$ cat config.mk
export PLATFORM = sky130hd
export DESIGN_NAME = mux_shift_serializer
export DESIGN_NICKNAME = d
export VERILOG_FILES = /design/src/rtl/mux_shift_serializer_pkg.sv /design/src/rtl/mux2to1.sv /design/src/rtl/mux4to1_using_mux.sv /design/src/rtl/mux_shift_serializer.sv
export SDC_FILE = /design/constraint.sdc
export NUM_CORES = 1
export LEC_CHECK = 0
export BUFFER_PORTS_ARGS = -buffer_cell sky130_fd_sc_hd__buf_2
export CAP_MARGIN = 40
export CORE_MARGIN = 5
export CORE_UTILIZATION = 52
export CTS_CLUSTER_DIAMETER = 30
export DETAILED_ROUTE_END_ITERATION = 16
export PLACE_DENSITY = 0.76
export SLEW_MARGIN = 20
export SYNTH_ARGS = -nofsm -noshare
export SYNTH_HDL_FRONTEND = slang
export SYNTH_SLANG_ARGS = --single-unit
$ cat constraint.sdc
create_clock -name clk -period 2.5 [get_ports clk]
set_input_delay 0 -clock clk [delete_from_list [all_inputs] [get_ports clk]]
set_output_delay 0 -clock clk [all_outputs]
set_load 0.05 [all_outputs]
$ cat src/rtl/mux_shift_serializer_pkg.sv
// Shared types and constants for the mux-based shift serializer.
// States, per-bit mux select encodings and default word width.
package mux_shift_serializer_pkg;

  localparam int DEFAULT_WIDTH = 8;

  typedef enum logic [1:0] {
    IDLE  = 2'd0,
    SHIFT = 2'd1,
    DONE  = 2'd2
  } state_t;

  localparam logic [1:0] MODE_HOLD = 2'b00;
  localparam logic [1:0] MODE_SHR  = 2'b01;
  localparam logic [1:0] MODE_SHL  = 2'b10;
  localparam logic [1:0] MODE_LOAD = 2'b11;

endpackage

$ cat src/rtl/mux2to1.sv
// Basic 2:1 multiplexer cell.
// y follows b when sel is high, otherwise a.
module mux2to1 (
  input  logic a,
  input  logic b,
  input  logic sel,
  output logic y
);

  assign y = sel ? b : a;

endmodule

$ cat src/rtl/mux4to1_using_mux.sv
// 4:1 multiplexer composed of three mux2to1 cells.
// sel selects d0..d3 in binary order.
module mux4to1_using_mux (
  input  logic       d0,
  input  logic       d1,
  input  logic       d2,
  input  logic       d3,
  input  logic [1:0] sel,
  output logic       y
);

  logic lo;
  logic hi;

  mux2to1 u_lo (
    .a  (d0),
    .b  (d1),
    .sel(sel[0]),
    .y  (lo)
  );

  mux2to1 u_hi (
    .a  (d2),
    .b  (d3),
    .sel(sel[0]),
    .y  (hi)
  );

  mux2to1 u_out (
    .a  (lo),
    .b  (hi),
    .sel(sel[1]),
    .y  (y)
  );

endmodule

$ cat src/rtl/mux_shift_serializer.sv
// Parallel-to-serial converter with selectable bit order.
// Each shift-register bit is fed by its own 4:1 mode mux.
module mux_shift_serializer
  import mux_shift_serializer_pkg::*;
#(
  parameter int WIDTH = DEFAULT_WIDTH
) (
  input  logic             clk,
  input  logic             rst,
  input  logic             load_valid,
  output logic             load_ready,
  input  logic [WIDTH-1:0] din,
  input  logic             lsb_first,
  output logic             sout,
  output logic             sout_valid,
  output logic             busy,
  output logic             done
);

  localparam int CW = $clog2(WIDTH);
  localparam logic [CW-1:0] LAST = CW'(WIDTH - 1);

  state_t           state;
  state_t           state_n;
  logic [WIDTH-1:0] shreg;
  logic [WIDTH-1:0] shreg_n;
  logic [WIDTH-1:0] shr_v;
  logic [WIDTH-1:0] shl_v;
  logic [CW-1:0]    cnt;
  logic             order_q;
  logic [1:0]       mode;
  logic             last;

  assign last  = (cnt == LAST);
  assign shr_v = {1'b0, shreg[WIDTH-1:1]};
  assign shl_v = {shreg[WIDTH-2:0], 1'b0};

  for (genvar i = 0; i < WIDTH; i++) begin : g_bit
    mux4to1_using_mux u_mux (
      .d0 (shreg[i]),
      .d1 (shr_v[i]),
      .d2 (shl_v[i]),
      .d3 (din[i]),
      .sel(mode),
      .y  (shreg_n[i])
    );
  end

  always_ff @(posedge clk or posedge rst) begin
    if (rst) begin
      state   <= IDLE;
      shreg   <= '0;
      cnt     <= '0;
      order_q <= 1'b0;
    end else begin
      state <= state_n;
      shreg <= shreg_n;
      if (state == IDLE && load_valid) begin
        cnt     <= '0;
        order_q <= lsb_first;
      end else if (state == SHIFT && !last) begin
        // saturate at the last bit so the count never wraps
        cnt <= cnt + 1'b1;
      end
    end
  end

  always_comb begin
    state_n    = state;
    mode       = MODE_HOLD;
    load_ready = 1'b0;
    sout_valid = 1'b0;
    sout       = 1'b0;
    done       = 1'b0;
    busy       = 1'b1;
    unique case (state)
      IDLE: begin
        busy       = 1'b0;
        load_ready = 1'b1;
        if (load_valid) begin
          mode    = MODE_LOAD;
          state_n = SHIFT;
        end
      end
      SHIFT: begin
        sout_valid = 1'b1;
        sout       = order_q ? shreg[0] : shreg[WIDTH-1];
        mode       = order_q ? MODE_SHR : MODE_SHL;
        if (last) state_n = DONE;
      end
      DONE: begin
        done    = 1'b1;
        state_n = IDLE;
      end
      default: state_n = IDLE;
    endcase
  end

endmodule

==> reports/metrics.yaml <==
outcome:
  status: "completed"
pwr:
  p_per_area_nw_per_um2: 1320
  sw_frac_of_total_pct: 44.9
  pwr-share-clk_pct: 12.6
  switchingPower_uw: 564
  combPwrFrac_pct: 49.6
  p_leak_uw: 0.000471
  internal_power_uw: 692
  vdd_drop_max_v: 0.000818
  seq_power_share_pct: 37.9
sta:
  tns_ps: 0
  fmax_mhz: 570
  hold_violations: 0
  finalMaxSlewViolations: 0
  finClkSkew_ps: 8.20
  grt_setup_unrepaired: "false"
  setup_ws_ps: 744
  post-route-period-util_pct: 70.2
  tightest_slew_ps: 618
  slew_headroom_pct: 58.8
  period_minus_slack_ps: 1760
  setup_viol: 0
logic_synthesis:
  synth_largest_area_cell: "dfrtp_1"
  synth_area_um2: 813
  postSynthCellCount: 89
  synth_seq_cells: 14
  synth.avg_cell_area_um2: 9.14
  yosysWarnings: 0
  yosysUniqueCellTypes: 29
  synthesis.nets: 103
  netlist.area_leader.share_pct: 43.1
  synthTopCellsByArea: "dfrtp_1, a21oi_1, a22o_1"
  synth_seq_area_share_pct: 43.1
worst_hold_path:
  hold_path_class: "in -> reg"
worst_setup_path:
  reg2reg_to: "order_q$_DFFE_PP0N_"
  start_kind: "flop"
  r2r_slack_ps: 990
  endpoint: "sout"
  critPathCaptureType: "primary output"
  critPathKind: "reg -> out"
  startpoint: "state[0]$_DFFE_PP0P_"
  critPathMaxFanout: 21
  crit_required_ps: 2500
  rr_worst_depth: 3
  crit_arrival_ps: 1760
  r2r-start: "state[0]$_DFFE_PP0P_"
global_routing:
  antenna_found_initial: 0
  grt_pass1_wl_um: 2790
  grt_max_degree: 22
  grt_usage_pct: 14.3
  grt_pass1_vias: 615
  grt_overflow_total: 0
routing:
  dr.pass1.iters: 4
  drt-initial-drc-count: 7
  drt_wl_total_um: 1680
  route.detailed.drc: 0
  vias_per_cell: 5.42
  dr_total_vias: 672
  wire_per_inst_um: 13.5
  antenna_left: 0
cts:
  cts_setup_buffers: 0
  holdBufCountCts: 4
  cts_buffers: 3
  h-tree-depth: 1
  cts_root_buf: "clkbuf_4"
  path_clk_slew_ps: 80
  clk_latency_ps: 280
  cts_tree: "done"
  postCtsResizedCells: 0
  cts.sinks: 14
  clock_path_buffers: 2
flow_run:
  cap_violations: 0
floorplan:
  die-height_um: 49.5
  core_um2: 1490
  die_area_um2: 2450
  num_rows: 14
  num_io_pins: 17
  initial_core_util_pct: 54.6
  die_w_um: 49.5
final_layout:
  syn_to_final_growth_pct: 17.2
  antenna_cells: 0
  layout-drive-gt1-share_pct: 21.3
  nets: 123
place:
  finalWeightedCongestion: 0.815
  portBuffers: 16
  dp_hpwl_um: 1220
  pre_cts_ws_ps: 1020
## cell usage in the layout, fill, tap and decap left out, drive strengths merged, types with 2 or more instances in the layout
cell / synthesis / routed
buf: 5 / 16
nor2: 10 / 10
nand2b: 2 / 2
ha: 2 / 2
a31oi: 5 / 5
nand3: 2 / 2
dfrtp: 14 / 14
nand2: 3 / 3
a21oi: 14 / 14
o21ai: 6 / 6
a22o: 5 / 5
dlygate4sd3: 0 / 4
clkbuf: 0 / 4
and2: 2 / 2
inv: 8 / 8
## worst min-delay path by stage
| stage | from | to | cells after the start |
|---|---|---|---|
| 6_report | load_valid | shreg[0]$_DFFE_PP0P_ | 3 |
| 5_1_grt | load_valid | shreg[0]$_DFFE_PP0P_ | 3 |
| 4_1_cts | load_valid | shreg[0]$_DFFE_PP0P_ | 3 |
| 3_5_place_dp | rst | state[0]$_DFFE_PP0P_ | 2 |
| 3_3_place_gp | rst | order_q$_DFFE_PP0N_ | 2 |
| 2_1_floorplan | rst | cnt[0]$_DFFE_PP0P_ | 1 |
## state kept, by name, indices dropped and copies added, names as in the netlist
name	cells
cnt	3
order_q	1
state	2
shreg	8
## cell type report
| type | instances | area, um^2 |
|---|---|---|
| Fill cell | 125 | 536 |
| Inverter | 8 | 30.0 |
| Sequential cell | 14 | 350 |
| Clock buffer | 4 | 36.3 |
| Multi-Input combinational cell | 62 | 397 |
| Tap cell | 16 | 20.0 |
| Timing Repair Buffer | 20 | 120 |
## synth_stat cells
| cell | count |
|---|---|
| a21oi_1 | 14 |
| buf_4 | 2 |
| nor2_1 | 9 |
| mux2_1 | 1 |
| nor2_2 | 1 |
| inv_2 | 1 |
| mux2i_1 | 1 |
| inv_1 | 7 |
| o21bai_1 | 1 |
| and2_1 | 2 |
| o21ai_1 | 4 |
| a31oi_1 | 5 |
| dfrtp_1 | 14 |
| a22oi_1 | 1 |
| nand2_1 | 3 |
| ha_1 | 2 |
| nor4bb_1 | 1 |
| o21ai_0 | 2 |
| nand4bb_1 | 1 |
| nand3_1 | 2 |
| and4b_1 | 1 |
| nand2b_1 | 2 |
| a2bb2oi_1 | 1 |
| a22o_1 | 5 |
| buf_6 | 1 |
| nor2b_1 | 1 |
| buf_2 | 2 |
| xnor2_1 | 1 |
| nor3b_4 | 1 |
## stage by stage
step	power (uW)	util, %	instances	hold WS, ps	instance area [um^2]
6_report	1260	64.0	124	72.8	953
5_1_grt	1360	64.0	124	96.0	953
4_1_cts	1260	64.0	124	76.3	953
3_5_place_dp	1090	58.9	116	62.7	877
3_3_place_gp	1080	58.9	116	58.5	877
2_1_floorplan	984	-	89	-111	813
## cells by family after synthesis
group,Yosys count,synth area share (%)
compound gates,33,24.5
xor+xnor,1,1.08
fa+ha+maj,2,3.08
buf+inv,13,8.15
flops,14,43.1
mux,2,2.62
simple gates,24,17.5
## metal layers
layer / vias up / GRT usage [%] / wire length, um / share of wire [%]
li1: 351 / - / - / -
met1: 305 / 20.7 / 810 / 48
met2: 14 / 19.9 / 767 / 46
met3: 2 / 6.02 / 89 / 5.3
met4: 0 / 2.62 / 10 / 0.60
met5: - / 0 / 0 / 0
## power groups by stage
stage | logic [uW] | registers (uW) | clock network, uW
final | 623 | 476 | 158
after global routing | 688 | 496 | 174
after CTS | 624 | 473 | 163
after detailed placement | 613 | 478 | 0
after global placement | 601 | 475 | 0
after floorplan | 583 | 401 | 0
## worst max-delay path, cell delays in order (launching register included)
cell      delay, ps
dfrtp_1         740
nand2b_1        310
nor2_1          160
buf_2           270
No activity file was read; power rests on OpenSTA's default activity.
